--- src/rtl/pulse_hs_pkg.sv ---
// Shared types and defaults for the pulse handshake transmitter.
package pulse_hs_pkg;

  typedef enum logic [1:0] {
    IDLE     = 2'd0,
    REQ      = 2'd1,
    WAIT_LOW = 2'd2
  } state_e;

  localparam int CNT_W_DEF    = 4;
  localparam int SYNC_STG_DEF = 2;

endpackage

--- src/rtl/pulse_hs_tx_if.sv ---
// Source-side pulse handshake bus: event/ack/clear inputs toward the
// transmitter, request and status outputs back to the source domain.
interface pulse_hs_tx_if
  import pulse_hs_pkg::*;
#(
  parameter int CNT_W = CNT_W_DEF
);
  logic             in_pulse;
  logic             ack_async;
  logic             ovf_clr;
  logic             req;
  logic             busy;
  logic             done;
  logic [CNT_W-1:0] pend_cnt;
  logic             ovf;
  logic             tmo;

  modport master (
    output in_pulse, ack_async, ovf_clr,
    input  req, busy, done, pend_cnt, ovf, tmo
  );

  modport slave (
    input  in_pulse, ack_async, ovf_clr,
    output req, busy, done, pend_cnt, ovf, tmo
  );
endinterface

--- src/rtl/sync_bit.sv ---
// N-flop single-bit synchronizer, async active-high reset to 0.
module sync_bit #(
  parameter int N = 2
) (
  input  logic clk,
  input  logic rst,
  input  logic d,
  output logic q
);
  logic [N-1:0] sync_q, sync_d;

  // shift the async input in at the low end
  always_comb sync_d = {sync_q[N-2:0], d};

  // synchronizer chain
  always_ff @(posedge clk or posedge rst) begin
    if (rst) sync_q <= '0;
    else     sync_q <= sync_d;
  end

  assign q = sync_q[N-1];
endmodule

--- src/rtl/pulse_hs_tx.sv ---
// Pulse handshake transmitter: counts source pulses and issues them one at
// a time as a 4-phase req/ack handshake. Optional REQ watchdog is built
// when PULSE_TX_TIMEOUT_EN is defined; otherwise tmo is tied low.
module pulse_hs_tx
  import pulse_hs_pkg::*;
#(
  parameter int CNT_W       = CNT_W_DEF,
  parameter int SYNC_STG    = SYNC_STG_DEF,
  parameter int TIMEOUT_CYC = 255
) (
  input  logic          clk,
  input  logic          rst,
  pulse_hs_tx_if.slave  bus
);
  state_e           state_q, state_d;
  logic             req_q, req_d;
  logic             done_q, done_d;
  logic [CNT_W-1:0] cnt_q, cnt_d;
  logic             ovf_q, ovf_d;
  logic             ack_s;
  logic             launch;
  logic             drop;

  sync_bit #(.N(SYNC_STG)) u_ack_sync (
    .clk (clk),
    .rst (rst),
    .d   (bus.ack_async),
    .q   (ack_s)
  );

  // handshake FSM: launch from IDLE when work is queued, then wait ack high/low
  always_comb begin
    state_d = state_q;
    req_d   = req_q;
    done_d  = 1'b0;
    launch  = 1'b0;
    case (state_q)
      IDLE: begin
        if (cnt_q != '0) begin
          state_d = REQ;
          req_d   = 1'b1;
          launch  = 1'b1;
        end
      end
      REQ: begin
        if (ack_s) begin
          state_d = WAIT_LOW;
          req_d   = 1'b0;
        end
      end
      WAIT_LOW: begin
        if (!ack_s) begin
          state_d = IDLE;
          done_d  = 1'b1;
        end
      end
      default: state_d = IDLE;
    endcase
  end

  // pending counter: a pulse and a launch in one cycle cancel; saturate, never wrap
  always_comb begin
    cnt_d = cnt_q;
    drop  = 1'b0;
    if (bus.in_pulse && !launch) begin
      if (cnt_q == '1) drop  = 1'b1;
      else             cnt_d = cnt_q + CNT_W'(1);
    end else if (!bus.in_pulse && launch) begin
      cnt_d = cnt_q - CNT_W'(1);
    end
  end

  // sticky overflow; a drop in the clearing cycle keeps the flag set
  always_comb ovf_d = drop | (ovf_q & ~bus.ovf_clr);

  // state and output registers
  always_ff @(posedge clk or posedge rst) begin
    if (rst) begin
      state_q <= IDLE;
      req_q   <= 1'b0;
      done_q  <= 1'b0;
      cnt_q   <= '0;
      ovf_q   <= 1'b0;
    end else begin
      state_q <= state_d;
      req_q   <= req_d;
      done_q  <= done_d;
      cnt_q   <= cnt_d;
      ovf_q   <= ovf_d;
    end
  end

  assign bus.req      = req_q;
  assign bus.busy     = (state_q != IDLE);
  assign bus.done     = done_q;
  assign bus.pend_cnt = cnt_q;
  assign bus.ovf      = ovf_q;

`ifdef PULSE_TX_TIMEOUT_EN
  localparam int TW = $clog2(TIMEOUT_CYC + 1);

  logic [TW-1:0] wd_q, wd_d;
  logic          tmo_q, tmo_d;

  // watchdog: restart on launch, count REQ cycles, flag once limit is reached
  always_comb begin
    wd_d  = wd_q;
    tmo_d = tmo_q;
    if (launch) begin
      wd_d = '0;
    end else if (state_q == REQ) begin
      if (wd_q != TW'(TIMEOUT_CYC))     wd_d  = wd_q + TW'(1);
      if (wd_q == TW'(TIMEOUT_CYC - 1)) tmo_d = 1'b1;
    end
  end

  // watchdog registers; tmo clears only on reset
  always_ff @(posedge clk or posedge rst) begin
    if (rst) begin
      wd_q  <= '0;
      tmo_q <= 1'b0;
    end else begin
      wd_q  <= wd_d;
      tmo_q <= tmo_d;
    end
  end

  assign bus.tmo = tmo_q;
`else
  localparam int unused_tmo_cyc = TIMEOUT_CYC;
  assign bus.tmo = 1'b0;
`endif
endmodule

--- src/flat_wrapper.sv ---
// flat-port wrapper written by rule: the top's interface ports become plain ports
module pulse_hs_tx_flat import pulse_hs_pkg::*;
#(
  parameter int CNT_W       = CNT_W_DEF,
  parameter int SYNC_STG    = SYNC_STG_DEF,
  parameter int TIMEOUT_CYC = 255
)
  (clk, rst, bus_in_pulse, bus_ack_async, bus_ovf_clr, bus_req, bus_busy, bus_done, bus_pend_cnt, bus_ovf, bus_tmo);
  pulse_hs_tx_if #(.CNT_W(CNT_W)) bus_i ();
  input  logic clk;
  input  logic rst;
  input wire logic [$bits(bus_i.in_pulse)-1:0] bus_in_pulse;
  input wire logic [$bits(bus_i.ack_async)-1:0] bus_ack_async;
  input wire logic [$bits(bus_i.ovf_clr)-1:0] bus_ovf_clr;
  output wire logic [$bits(bus_i.req)-1:0] bus_req;
  output wire logic [$bits(bus_i.busy)-1:0] bus_busy;
  output wire logic [$bits(bus_i.done)-1:0] bus_done;
  output wire logic [$bits(bus_i.pend_cnt)-1:0] bus_pend_cnt;
  output wire logic [$bits(bus_i.ovf)-1:0] bus_ovf;
  output wire logic [$bits(bus_i.tmo)-1:0] bus_tmo;
  assign bus_i.in_pulse = bus_in_pulse;
  assign bus_i.ack_async = bus_ack_async;
  assign bus_i.ovf_clr = bus_ovf_clr;
  assign bus_req = bus_i.req;
  assign bus_busy = bus_i.busy;
  assign bus_done = bus_i.done;
  assign bus_pend_cnt = bus_i.pend_cnt;
  assign bus_ovf = bus_i.ovf;
  assign bus_tmo = bus_i.tmo;
  pulse_hs_tx #(.CNT_W(CNT_W), .SYNC_STG(SYNC_STG), .TIMEOUT_CYC(TIMEOUT_CYC)) u_core (.clk(clk), .rst(rst), .bus(bus_i));
endmodule
--- config.mk ---
export PLATFORM = sky130hd
export DESIGN_NAME = pulse_hs_tx_flat
export DESIGN_NICKNAME = d
export VERILOG_FILES = /design/src/rtl/pulse_hs_pkg.sv /design/src/rtl/pulse_hs_tx_if.sv /design/src/rtl/sync_bit.sv /design/src/rtl/pulse_hs_tx.sv /design/src/flat_wrapper.sv
export SDC_FILE = /design/constraint.sdc
export NUM_CORES = 1
export LEC_CHECK = 0
export CAP_MARGIN = 20
export CELL_PAD_IN_SITES_DETAIL_PLACEMENT = 0
export CELL_PAD_IN_SITES_GLOBAL_PLACEMENT = 1
export CORE_MARGIN = 4
export CORE_UTILIZATION = 35
export DETAILED_ROUTE_END_ITERATION = 10
export GPL_ROUTABILITY_DRIVEN = 0
export PLACE_DENSITY_LB_ADDON = 0.2
export SKIP_LAST_GASP = 1
export SLEW_MARGIN = 20
export SYNTH_ARGS = -nofsm -noshare
export SYNTH_HDL_FRONTEND = slang
export SYNTH_SLANG_ARGS = --single-unit
--- constraint.sdc ---
create_clock -name clk -period 2.8 [get_ports clk]
set_input_delay 0.28 -clock clk [delete_from_list [all_inputs] [get_ports clk]]
set_output_delay 0.28 -clock clk [all_outputs]
set_load 0.01 [all_outputs]
Yosys cells after proc, flatten, opt, wreduce, memory -nomap -nowiden

Cells that the tools add are included.

Reductions and logical operators: 12
Equal/unequal tests: 7
Bitwise gates (word level): 3
$add $sub $neg: 2
Muxes and demuxes: 16

Operators with widths:

| kind                | number |
|---|---|
| $mux 4              | 3 |
| $mux 1              | 8 |
| $mux 2              | 3 |
| $ne 2x2->1 const B  | 3 |
| $pmux 2 s3          | 1 |
| $reduce_and 3->1    | 2 |
| $reduce_bool 2->1   | 3 |
| $add 4x1->4 const B | 1 |
| $eq 4x4->1 const B  | 1 |
| $reduce_bool 4->1   | 1 |
| $sub 4x1->4 const B | 1 |
| $eq 2x1->1 const B  | 1 |
| $eq 2x2->1 const B  | 1 |
| $logic_and 1x1->1   | 2 |
| $logic_not 1->1     | 2 |
| $logic_not 2->1     | 1 |
| $ne 2x1->1 const B  | 1 |
| $pmux 1 s2          | 1 |
| $reduce_and 2->1    | 1 |
| $and 1x1->1         | 1 |
| $not 1->1           | 1 |
| $or 1x1->1          | 1 |

Input port bits: 5
Output and inout port bits: 9
Flip-flop bits (word level): 11
Word-level logic and storage cells: 46

Logic depth before layout (Yosys ltp)

Gate-level depths: netlist (run 1).

Depth in word-level cells: 7
Depth in mapped cells: 9
Gate-level depth less buffers: 8

Modules after synthesis

From an unflattened synthesis (run 1), not the netlist that was laid out.

Cell total of the unflattened synthesis: 53
Area, all modules: 558.0 sq um

By module, submodules not included:

| module      | cells an instance | sequential area each (sq um) | times used | area each (sq um) |
|---|---|---|---|---|
| pulse_hs_tx | 50                | 225.2                        | 1          | 504.2 |
| sync_bit    | 3                 | 50.0                         | 1          | 53.8 |

Worst setup path after synthesis (run 1)

OpenSTA, ideal clock, no wires.

Kind: reg2reg
From: register u_core.cnt_q[0] (netlist: u_core.bus.pend_cnt[0])
To: register u_core.cnt_q[3] (netlist: u_core.bus.pend_cnt[3])
Data required time: 2.721 ns
Data arrival time: 2.073 ns
Path slack: 0.647 ns
Library setup time: 0.079 ns
Period minus slack after synthesis: 2.153 ns
Path buffers: 0
Cell stages (with the launch flop): 9
Cell sequence: dfrtp_1 nor4_4 o21a_1 inv_1 ha_1 a21o_1 a21oi_1 mux2i_1 xor2_1

Word-level cells in the longest chain between the ends: 7
Elaborated cells on any way between the ends: 15
Those cells by class: add/sub (2); eq/ne (2); mux (5); reduce/logical (6)

Ends and longest elaborated chain:

| item                                                             | line              | source |
|---|---|---|
| start, declared                                                  | pulse_hs_tx.sv:18 | `logic [CNT_W-1:0] cnt_q, cnt_d;` |
| start signal, assigned                                           | pulse_hs_tx.sv:88 | `cnt_q <= cnt_d;` |
| $reduce_bool 4->1                                                | pulse_hs_tx.sv:39 | `if (cnt_q != '0) begin` |
| $mux 1                                                           | pulse_hs_tx.sv:39 |  |
| $mux 1                                                           | pulse_hs_tx.sv:37 | `case (state_q)` |
| $logic_not 1->1                                                  | pulse_hs_tx.sv:65 | `if (bus.in_pulse && !launch) begin` |
| $logic_and 1x1->1                                                | pulse_hs_tx.sv:65 |  |
| $ne 2x2->1 (no source line) or $reduce_bool 2->1 (tied branches) | --                |  |
| $reduce_and 2->1 (no source line)                                | --                |  |

Parallel ways exist; a longest one is shown, timed or not. The select of a mux whose other input is x is not followed.
A chain may end at the register's enable or synchronous reset.

Worst setup path in the final report (run 1)

Same ends and word-level chain as after synthesis.

==> reports/metrics.yaml, run 1 <==
ys_seq_area_frac: 0.489
grt_max_degree: 12
boundaryPins: 14
layout_common_cells: "clkdlybuf4s50_1 (12), dfrtp_1 (11), inv_1 (5)"
regArea_um2: 275
synth_area_um2: 563
drv_slew: 0
fin_crit_sh: 0.824
cts_tree: "yes"
reg2reg_depth: 8
p_seq_frac: 0.360
p_total_uw: 822
synthMuxAreaShare: 0.0356
finalNetCount: 75
yosys.area_share.simple: 0.153
die_area_um2: 2310
layout_commonest_cell: "clkdlybuf4s50_1"
syn_nets: 60
cts-root-buf: "clkbuf_4"
rsz0062_at_grt: "no"
cts_made_buffers: 3
n_antenna_cell: 0
via_per_inst: 5.04
syn_area_per_cell_um2: 10.8
coreArea_um2: 1510
dp_cells: 78
ant_nets: 0
die_w_um: 48.1
dieHeight_um: 48.1
post_cts_buffers: 0
dr_total_vias: 413
start_util: 0.374
synth_fa_ha_area_frac: 0.0800
peakVddDrop_mv: 0.434
syn_to_final_growth_pct: 26.2
drive_gt1_frac: 0.0606
route.detailed.drc: 0
rows: 14
syn_inst: 52
switching_share: 0.401
path_clk_slew_ps: 70
grt_overflow: 0
p_per_area_nw_per_um2: 1160
multi_input_area_um2: 250
drt_pass1_iterations: 4
finalNonFillerCells: 82
p_int_uw: 492
cts_max_level: 1
clkSinkCount: 11
holdWs_ps: 300
hpwl_um: 746
synth_compound_area_frac: 0.138
cp_data_required_time_ps: 2990
clock_skew_ps: 2.58
cp.arrival_ps: 2490
yosysUniqueCellTypes: 26
hp-class: "input pin to async pin"
fmax_mhz: 434
grt_pass1_wl_um: 1600
setup_viol: 0
final.setup.tns_ps: 0
cts_hold_buf: 0
crit_fanout: 7
wl_per_cell_um: 12.0
critPathLaunchType: "flop"
synth_top_area_share: 0.489
cp-end-kind: "flop"
drt_iter0_markers: 3
synth_top_family_by_area: "simple AND/OR/NAND/NOR gates"
synthTopCellsByArea: "dfrtp_1 (49%), ha_1 (4.4%), nor4_4 (3.8%)"
maxCapViolCount: 0
status: "finished clean"
portBuffers: 12
min_period_ps: 2310
crit_type: "flop to flop"
grt_pass1_vias: 371
power_frac_comb: 0.512
synth_area_leader_cell: "dfrtp_1"
antenna_found_initial: 0
clockPowerShare: 0.128
nFillCells: 147
hold_viol: 0
clk_path_buf_depth: 2
ys_seq_elements: 11
leakage_uw: 0.000311
cts_resized: 0
clkLatencyLatePin_ps: 260
synthXorXnorAreaFrac: 0.0311
power.switching_uw: 330
synth-warning-count: 0
grt_usage: 0.102
postRouteWirelength_um: 988
Yosys cell counts (all sizes together):
| library cell | number |
|---|---|
| or2b | 1 |
| nor3 | 3 |
| xor2 | 2 |
| nand2b | 1 |
| nand2 | 2 |
| nor2 | 1 |
| o21a | 1 |
| inv | 5 |
| nor4 | 1 |
| or2 | 2 |
| ha | 2 |
| o221ai | 1 |
| fa | 1 |
| a21o | 1 |
| conb | 1 |
| a21oi | 4 |
| buf | 2 |
| mux2i | 2 |
| or3 | 1 |
| o21ai | 4 |
| o211ai | 1 |
| dfrtp | 11 |
| o22ai | 1 |
| nand4 | 1 |
critical path: stages (launching register included):
cell and delay [ps]:
dfrtp_1 480, nor4_4 380, o21a_1 220, inv_1 100, ha_1 280, a21o_1 180, a21oi_1 180, mux2i_1 240
xor2_1 170
worst paths after layout:
check	start	endpoint	slack (ps)
max reg2reg	u_core.bus.pend_cnt[0]	u_core.bus.pend_cnt[3]	490
max	u_core.bus.pend_cnt[0]	u_core.bus.pend_cnt[3]	490
min	rst	u_core.bus.done	300
min in group clk	u_core.u_ack_sync.sync_q[0]	u_core.u_ack_sync.sync_q[1]	350
min reg2reg	u_core.u_ack_sync.sync_q[0]	u_core.u_ack_sync.sync_q[1]	350
max in group asynchronous	rst	u_core.bus.pend_cnt[0]	2210
flip-flops by register name, summed over array words and instances, names as in the netlist:
name / count
u_core.bus.done: 1
u_core.bus.ovf: 1
u_core.bus.pend_cnt: 4
u_core.bus.req: 1
u_core.state_q: 2
u_core.u_ack_sync.sync_q: 2
metrics by stage:
step                setup slack [ps]   util  cell area [um^2]
finish                           493  0.472               711
global route                     339  0.472               711
CTS                              480  0.472               711
detailed placement               479  0.454               684
global placement                 563  0.454               684
floorplan                        647      -               563
power groups by stage:
stage / registers (uW) / clock network, uW / logic (uW)
2_1_floorplan: 306 / 0 / 272
3_3_place_gp: 299 / 0 / 430
3_5_place_dp: 300 / 0 / 422
4_1_cts: 298 / 111 / 427
5_1_grt: 308 / 116 / 474
6_report: 296 / 105 / 421
kinds of logic after synthesis:
family	after synthesis
compound gates	13
simple gates	13
flops	11
buf+inv	7
fa+ha+maj	3
xor+xnor	2
mux	2
other cells	1
per-layer routing:
layer	up-vias	global-route usage	wire length [um]
li1	208	-	-
met1	194	0.127	462
met2	9	0.156	451
met3	2	0.0590	68
met4	0	0.0161	6
met5	-	0	0
cell type report:
| class | count | share of cell area |
|---|---|---|
| Sequential cell | 11 | 0.387 |
| Tap cell | 16 | 0.0282 |
| Multi-Input combinational cell | 34 | 0.352 |
| Timing Repair Buffer | 12 | 0.169 |
| Clock buffer | 4 | 0.0370 |
| Inverter | 5 | 0.0264 |
Note: power is estimated with default switching activity, not from simulation.
==> run 2: changes to the inputs <==
- clock period: 2.8 -> 2.35 ns (I/O delays scaled with it)
==> run 2 against run 1 <==
Compared with the run above: final area is 5.3% higher; final cell count increased by 6.1%; critical endpoint unchanged; clock skew is 1.3 ps higher; clock power up 19%; non-clock buffer count up 5; register-to-register slack worse by 300 ps; clock-buffer cell count unchanged; critical path depth stayed put; first-iteration DRC count grew 33%.
==> reports/metrics.yaml, run 2 (same netlist as run 1, synthesis figures left out) <==
status: "finished clean"
grt_pass1_wl_um: 1560  # -2.6%
coreArea_um2: 1510  # unchanged
route.detailed.drc: 0  # unchanged
finalNonFillerCells: 87  # +6.1%
grt_max_degree: 12  # unchanged
cpLargestDelayFamily: "compound AO/OA/AOI/OAI gates"
clkSinkCount: 11  # unchanged
fmax_mhz: 464  # +6.9%
drt_iter0_markers: 4  # +1
clkLatencyLatePin_ps: 260  # about the same
hpwl_um: 822  # +10%
die_w_um: 48.1  # unchanged
boundaryPins: 14  # unchanged
hp-class: "input pin to async pin"
nFillCells: 156  # +6.1%
cts_max_level: 1  # unchanged
leakage_uw: 0.000335  # +7.8%
drive_gt1_frac: 0.127  # +0.0662
crit_type: "flop to flop"
grt_usage: 0.105  # +0.00350
multi_input_area_um2: 250  # unchanged
critPathLaunchType: "flop"
cts_made_buffers: 3  # unchanged
p_per_area_nw_per_um2: 1380  # +19%
clock_skew_ps: 3.91  # +1.33 ps
dr_total_vias: 416  # +0.73%
layout_commonest_cell: "clkdlybuf4s50_1"
final_cell_area_um2: 748  # +5.3%
grt_pass1_vias: 338  # -8.9%
wl_per_cell_um: 12.0  # -0.79%
fin_crit_sh: 0.918  # +0.0941
largest_reg_flops: 4  # unchanged
syn_to_final_growth_pct: 32.9
cp.arrival_ps: 2340  # -150 ps
setup_viol: 0  # unchanged
layout_common_cells: "clkdlybuf4s50_1 (12), dfrtp_1 (11), inv_1 (5), buf_4 (5), a21oi_1 (4)"
p_total_uw: 1030  # +25%
cts_hold_buf: 0  # unchanged
crit_path_max_incr_delay_ps: 430  # -50 ps
start_util: 0.374  # unchanged
drt_pass1_iterations: 4  # unchanged
antenna_found_initial: 0  # unchanged
post_cts_buffers: 0  # unchanged
cts-root-buf: "clkbuf_4"
final.setup.tns_ps: 0  # unchanged
hold_viol: 0  # unchanged
ant_nets: 0  # unchanged
cts_resized: 0  # unchanged
dp_cells: 83  # +6.4%
via_per_inst: 4.78  # -5.1%
clk_path_buf_depth: 2  # unchanged
dieHeight_um: 48.1  # unchanged
cp_data_required_time_ps: 2540  # -450 ps
path_clk_slew_ps: 70  # about the same
cp-end-kind: "flop"
peakVddDrop_mv: 0.584  # +35%
critPathSlowestCell: "dfrtp_1"
crit_fanout: 4  # -3
postRouteWirelength_um: 1040  # +5.3%
cts_tree: "yes"
die_area_um2: 2310  # unchanged
rows: 14  # unchanged
regArea_um2: 275  # unchanged
maxCapViolCount: 0  # unchanged
path_buf_inv: 1  # unchanged
portBuffers: 12  # unchanged
n_antenna_cell: 0  # unchanged
grt_overflow: 0  # unchanged
place_area_um2: 722  # +5.5%
drv_slew: 0  # unchanged
worstPathCellList: "nor4_4, o21a_1, inv_1, ha_1, a21o_1, a21oi_1, mux2i_1, xor2_1"
min_period_ps: 2160  # -149 ps
finalNetCount: 80  # +6.7%
rsz0062_at_grt: "no"
[run 2: cell types whose count changed in the layout (fill, tap and decap cells not counted), sizes merged]
cell and delta:
buf +5
[run 2: routing by layer]
| metal | part of all wire | track usage | vias to the layer above |
|---|---|---|---|
| met2 | 0.42 | 0.137 | 11 |
| met3 | 0.083 | 0.0701 | 2 |
| met4 | 0.0096 | 0.0161 | 0 |
| met5 | 0 | 0 | - |
| li1 | - | - | 215 |
| met1 | 0.48 | 0.146 | 188 |
[run 2: through the flow]
step            util  hold WS, ps  setup WS, ps
6_report       0.497          249           193
5_1_grt        0.497          292          23.6
4_1_cts        0.497          258           159
3_5_place_dp   0.479          336           204
3_3_place_gp   0.479          333           183
2_1_floorplan      -         87.4           197
[run 2: power breakdown]
| part | internal (uW) | switching, uW | total (uW) | leakage, uW |
|---|---|---|---|---|
| Combinational | 301 | 280 | 581 | 0.000188 |
| Clock | 65.7 | 59.0 | 125 | 0.0000150 |
| Sequential | 258 | 66.6 | 325 | 0.000132 |
[run 2: final timing paths]
check	slack, ps	startpoint	to	cells after the start
setup / recovery	190	u_core.bus.pend_cnt[3]	u_core.bus.pend_cnt[3]	8
hold reg to reg	340	u_core.u_ack_sync.sync_q[0]	u_core.u_ack_sync.sync_q[1]	0
max in group asynchronous	1810	rst	u_core.bus.pend_cnt[3]	2
setup reg to reg	190	u_core.bus.pend_cnt[3]	u_core.bus.pend_cnt[3]	8
min in group clk	340	u_core.u_ack_sync.sync_q[0]	u_core.u_ack_sync.sync_q[1]	0
hold / removal	250	rst	u_core.u_ack_sync.sync_q[1]	2
[run 2: area by class of cell]
class	instances	area share
well taps	16	0.0268
inverters	5	0.0251
clock buffers	4	0.0351
flip-flops and latches	11	0.368
repair buffers	17	0.211
multi-input cells	34	0.334
[run 2: worst register-to-register path, delay by kind of cell (launching register included)]
kind | cells | cell delay [ps]
xor gates and xnor gates | 1 | 170
and+or+nand+nor | 1 | 300
adders and majority gates | 1 | 290
AOI/OAI and AO/OA | 3 | 560
buffers and inverters | 1 | 110
muxes | 1 | 240
DFF | 1 | 430
==> run 3: changes to the inputs <==
- CORE_MARGIN: 4 -> not set
==> run 3 against run 2 <==
Compared with the run above: first-iteration DRC count rose to 3.5 times the previous value; worst setup slack better by 15 ps; largest cell class unchanged; die area down 23%; sequential power up 2%; critical path depth unchanged; register-to-register slack about the same; clock-buffer cell count unchanged; routed wire length up 2.7%; utilization down 0.25 points; highest routed layer unchanged; clock skew about the same; power up 1.8%.
==> reports/metrics.yaml, run 3 (same netlist as run 1, synthesis figures left out) <==
drive_gt1_frac: 0.129  # +0.00181
clk_path_buf_depth: 2  # unchanged
cts_max_level: 1  # unchanged
maxCapViolCount: 0  # unchanged
ant_nets: 0  # unchanged
drt_iter0_markers: 14  # +10
cts-root-buf: "clkbuf_4"
layout_common_cells: "clkdlybuf4s50_1 (12), dfrtp_1 (11), inv_1 (5)"
final_cell_area_um2: 744  # -0.50%
p_per_area_nw_per_um2: 1410  # +2.3%
finalNonFillerCells: 86  # -1.1%
cts_made_buffers: 3  # unchanged
die_w_um: 42.1  # -12%
cts_tree: "yes"
drv_slew: 0  # unchanged
coreArea_um2: 1510  # unchanged
route.detailed.drc: 0  # unchanged
rsz0062_at_grt: "no"
clkSinkCount: 11  # unchanged
grt_usage: 0.137  # +0.0322
path_clk_slew_ps: 70  # about the same
via_per_inst: 5.17  # +8.2%
status: "finished clean"
final.setup.tns_ps: 0  # unchanged
min_period_ps: 2140  # -15.0 ps
place_area_um2: 699  # -3.1%
reg2reg_depth: 8  # unchanged
dieHeight_um: 42.1  # -12%
layout_commonest_cell: "clkdlybuf4s50_1"
boundaryPins: 14  # unchanged
hpwl_um: 779  # -5.2%
peakVddDrop_mv: 0.687  # +18%
die_area_um2: 1770  # -23%
crit_type: "flop to flop"
grt_max_degree: 12  # unchanged
cp-end-kind: "flop"
dr_total_vias: 445  # +7.0%
leakage_uw: 0.000331  # -1.2%
hp-class: "input pin to async pin"
setup_viol: 0  # unchanged
cp_data_required_time_ps: 2550  # about the same
fmax_mhz: 467  # +0.70%
rows: 14  # unchanged
finalNetCount: 79  # -1.3%
syn_to_final_growth_pct: 32.2
hold_viol: 0  # unchanged
grt_pass1_vias: 365  # +8.0%
grt_pass1_wl_um: 1710  # +9.7%
n_antenna_cell: 0  # unchanged
drt_pass1_iterations: 4  # unchanged
p_total_uw: 1050  # +1.8%
largest_reg_flops: 4  # unchanged
clock_skew_ps: 3.66  # -0.250 ps
postRouteWirelength_um: 1070  # +2.7%
wl_per_cell_um: 12.4  # +3.9%
critPathLaunchType: "flop"
grt_overflow: 0  # unchanged
fin_crit_sh: 0.912  # -0.00638
start_util: 0.374  # unchanged
crit_fanout: 5  # +1
cp.arrival_ps: 2340  # about the same
dp_cells: 80  # -3.6%
portBuffers: 12  # unchanged
clkLatencyLatePin_ps: 270  # about the same
holdWs_ps: 243  # -5.64 ps
antenna_found_initial: 0  # unchanged
## run 3: layer usage
layer | track usage | wire [um]
met5 | 0 | 0
met2 | 0.169 | 481
met4 | 0.113 | 20
met3 | 0.0388 | 79
met1 | 0.196 | 487
## run 3: final timing paths
kind / from / end / slack, ps
max: u_core.bus.pend_cnt[1] / u_core.bus.pend_cnt[3] / 210
min: rst / u_core.bus.pend_cnt[0] / 240
max reg2reg: u_core.bus.pend_cnt[1] / u_core.bus.pend_cnt[3] / 210
min reg2reg: u_core.u_ack_sync.sync_q[0] / u_core.u_ack_sync.sync_q[1] / 350
max in group asynchronous: rst / u_core.state_q[1] / 1820
min in group clk: u_core.u_ack_sync.sync_q[0] / u_core.u_ack_sync.sync_q[1] / 350
## run 3: cell type report
cell class / count / area [um^2]
timing repair buffer: 16 / 150
sequential: 11 / 275
multi-input combinational: 34 / 254
clock buffer: 4 / 26.3
tap: 16 / 20.0
inverter: 5 / 18.8
fill: 138 / 762
## run 3: what timing repair did
| action | 4_1_cts | 5_1_grt |
|---|---|---|
| hold buffers | 0 | 0 |
| setup endpoints to repair | 0 | 1 |
| resized for setup | 0 | 1 |
| setup buffers | 0 | 2 |
| hold endpoints to repair | 0 | 0 |
## run 3: power breakdown
group,internal [uW],total (uW),switching [uW]
Sequential,258,330,71.6
Combinational,303,586,283
Clock,65.8,132,66.7
Total,627,1050,421
## run 3: stage by stage
stage / util / setup slack, ps
finish: 0.494 / 208
global route: 0.494 / 34.3
CTS: 0.482 / 35.5
detailed placement: 0.464 / 51.9
global placement: 0.464 / 97.1
floorplan: - / 197
## run 3: worst max-delay path, stage by stage, from the launching register on
cell and delay, ps:
dfrtp_1 410, nor4_4 370, o21a_1 180, inv_1 100, ha_1 290, a21o_1 190, a21oi_2 150, mux2i_1 240
xor2_1 150
==> RTL change 1, RTL diff (flow settings as in run 3) <==
Build with the macro `PULSE_TX_TIMEOUT_EN` defined.
--- a/src/rtl/pulse_hs_tx.sv
+++ b/src/rtl/pulse_hs_tx.sv
@@ -3,2 +3,4 @@
 // when PULSE_TX_TIMEOUT_EN is defined; otherwise tmo is tied low.
+`define PULSE_TX_TIMEOUT_EN
+
 module pulse_hs_tx
Formal check against the unedited RTL: same outputs for any inputs over 10 cycles, from zero or initial values and one cycle with rst high; that may be too few to reach the edited logic, so the function may still have changed.
==> RTL change 1 against run 3 <==
  * Routed wire length is 74% higher
  * Clock power is 20% higher
  * Synthesized area is 82% higher
  * Total power is 41% higher
  * Final area is 68% higher
  * Setup slack worse by 0.0019 ns
  * Sequential power is 72% higher
  * Sequential cell count is 9 higher
  * Critical endpoint unchanged
==> RTL change 1: results (changes against run 3) <==
- Maximum resistive drop on vdd: 0.0006225 V (-9.4%)
- Top area cells in the synthesized netlist: dfrtp_1 49%, mux2i_1 5.9%, ha_1 4.9%, nand2_1 2.9%, xnor2_1 2.6%
- Leakage power summed over all cells: 0.5446 nW (+65%)
- Gate count after technology mapping: 97 (+87%)
- Sum of routed wire segments on met1: 858 µm (+76%)
- Final hold slack: 0.3630 ns (+0.1201 ns)
- Layout cells sized above 1: 9.483% (-3.4 points)
- Clock transition time at the flip-flop clock pins of the worst setup and hold paths: 0.11 ns (+0.04 ns)
- Maximum number of pins on one net before global-route repair: 21 (+9)
- Clock insertion delay at the later pin of the skew report: 0.29 ns (+0.02 ns)
- Final #Nets: 128 (+62%)
- Via count of the first global-routing pass: 749 (+110%)
- XOR/XNOR Fraction of Synth Area: 3.415% (+0.30 points)
- Status: finished clean
- Final cell area excluding filler cells: 1254 µm² (+68%)
- Power dissipated by switching net loads: 0.5798 mW (+38%)
- Proportion of synthesized chip area in sequential cells: 48.78% (-0.11 points)
- Setup skew after layout: 0.007420 ns (+0.003759 ns)
- Detailed-route via count: 791 (+78%)
- Number of distinct library cells after synthesis: 37 (+42%)
- GR Util All Layers: 13.72% (about the same)
- Peak per-stage delay on the critical path: 0.46 ns (+0.05 ns)
- Leading post-synthesis cells by instance count: 20 x dfrtp_1, 8 x nand2_1, 6 x inv_1, 6 x mux2i_1
- Global Route met2 Usage: 22.28% (+5.4 points)
- # fillers: 254 (+84%)
- Detailed-route wire length per cell: 12.67 µm (+2.1%)
- Setup WS pre-CTS: 0.2151 ns (+0.1632 ns)
- DP Cell Count: 144 (+80%)
==> RTL change 1: cell count changes in the layout (fill, tap and decap cells not counted), moves of 2 or more <==
| cell | before | now |
|---|---|---|
| and3_1 | 0 | 2 |
| dfrtp_1 | 11 | 20 |
| nand3_1 | 0 | 5 |
| xnor2_1 | 0 | 3 |
| nand2_1 | 2 | 8 |
| ha_1 | 2 | 4 |
| o211ai_1 | 1 | 3 |
| o21ai_1 | 2 | 0 |
| mux2i_1 | 2 | 6 |
| nor2_1 | 1 | 5 |
==> RTL change 1: area by class of cell <==
class	count	area share (%)
Tap cell	31	3.094
Clock buffer	3	1.796
Multi-Input combinational cell	69	40.02
Timing Repair Buffer	18	13.37
Inverter	6	1.796
Sequential cell	20	39.92
==> RTL change 1: power groups by stage <==
stage	sequential [mW]	clock, mW	combinational, mW
floorplan	0.598	0	0.448
global placement	0.572	0	0.763
detailed placement	0.573	0	0.759
CTS	0.567	0.168	0.763
global route	0.586	0.185	0.846
finish	0.566	0.158	0.750
==> RTL change 2, RTL diff (flow settings as in run 3) <==
Without the edit above. The 3 states of `state_e` get a one-hot encoding in 3 bits.
--- a/src/rtl/pulse_hs_pkg.sv
+++ b/src/rtl/pulse_hs_pkg.sv
@@ -3,6 +3,6 @@
 
-  typedef enum logic [1:0] {
-    IDLE     = 2'd0,
-    REQ      = 2'd1,
-    WAIT_LOW = 2'd2
+  typedef enum logic [2:0] {
+    IDLE     = 3'b001,
+    REQ      = 3'b010,
+    WAIT_LOW = 3'b100
   } state_e;
Check against the original RTL: same outputs for any inputs over 10 cycles, from zero or initial values and one cycle with rst high; not proved beyond that.
==> RTL change 2 against run 3 <==
  * The flow now finishes with violations (design-rule violations)
  * Synthesized area is 7.1% higher
  * Routed wire length is 6.2% lower
  * Total power is 10% higher
  * Final area is 10% higher
  * Sequential cell count is 1 higher
  * Via count is 0.90% higher
  * Clock skew is 0.0027 ns higher
  * Setup slack worse by 0.045 ns
==> RTL change 2: results (changes against run 3) <==
- Failing checks: design-rule violations
- Final Total Pwr: 1.158 mW (+10%)
- Setup skew after layout: 0.006411 ns (+0.002749 ns)
- Detail Placement HPWL: 782.7 µm (+0.46%)
- Routed Wire Length: 1002 µm (-6.2%)
- Synthesized netlist net count: 61 (+1.7%)
- GR Util All Layers: 13.63% (-0.095 points)
- # DRC: 4 (+4)
- Setup WS pre-CTS: 0.1188 ns (+0.06690 ns)
- Final #Nets: 82 (+3.8%)
- Number of iterations in the first detailed-routing pass: 7 (+3)
- Number of distinct library cells after synthesis: 27 (+3.8%)
- Leading post-synthesis cells by instance count: 11 x dfrtp_1, 5 x inv_1, 4 x a21oi_1, 4 x nand2_1
- Global Route met2 Usage: 19.09% (+2.2 points)
- Fraction of power spent switching nets: 36.03% (-4.1 points)
- Status: finished with violations
- Post-synthesis compound-gate area fraction: 9.959% (-3.8 points)
- Met3 wire length: 65 µm (-18%)
- Global-route track usage on met1: 18.28% (-1.3 points)
- Met2 routed WL: 440 µm (-8.5%)
- Leakage power summed over all cells: 0.3797 nW (+15%)
- Final core utilization: 52.73% (+3.3 points)
- Max FO, Critical Path: 4 (-1)
- Global-route track usage on met3: 7.500% (+3.6 points)
- Sum of routed wire segments on met1: 485 µm (-0.41%)
- Arithmetic-cell share of the synthesized area counting full adders, half adders and majority gates: 7.469% (-0.53 points)
- Vias per inst: 5.045 (-2.5%)
- Maximum number of pins on one net before global-route repair: 13 (+1)
==> RTL change 2: worst max-delay path, delay by kind of cell, from the launching register on <==
| family | cells | cell delay, ns |
|---|---|---|
| AOI/OAI and AO/OA | 2 | 0.31 |
| xor gates and xnor gates | 1 | 0.13 |
| adders and majority gates | 1 | 0.33 |
| DFF | 1 | 0.38 |
| muxes | 1 | 0.12 |
| and+or+nand+nor | 3 | 0.81 |
==> RTL change 2: repair_timing <==
| item | 4_1_cts | 5_1_grt |
|---|---|---|
| resized for setup | 0 | 1 |
| endpoints found under the hold margin | 0 | 0 |
| endpoints found under the setup margin | 0 | 1 |
==> RTL change 2: final timing paths <==
path                                                       startpoint                                    end  slack (ns)  depth (start not counted)
worst max register to register     u_core.bus.pend_cnt[1]$_DFFE_PP0P_     u_core.bus.pend_cnt[3]$_DFFE_PP0P_        0.16                          8
min in group clk                u_core.u_ack_sync.sync_q[0]$_DFF_PP0_  u_core.u_ack_sync.sync_q[1]$_DFF_PP0_        0.35                          0
worst min register to register  u_core.u_ack_sync.sync_q[0]$_DFF_PP0_  u_core.u_ack_sync.sync_q[1]$_DFF_PP0_        0.35                          0
max in group asynchronous                                         rst          u_core.state_q[0]$_DFFE_PP1P_        1.77                          2
worst max-delay path               u_core.bus.pend_cnt[1]$_DFFE_PP0P_     u_core.bus.pend_cnt[3]$_DFFE_PP0P_        0.16                          8
worst min-delay path                                              rst  u_core.u_ack_sync.sync_q[1]$_DFF_PP0_        0.25                          2
==> RTL change 2: layout make-up <==
type / instances / share of cell area [%]
clock buffers: 4 / 4.414
well taps: 16 / 2.435
repair buffers: 17 / 19.18
flip-flops and latches: 12 / 36.68
inverters: 5 / 2.283
multi-input cells: 35 / 35.01
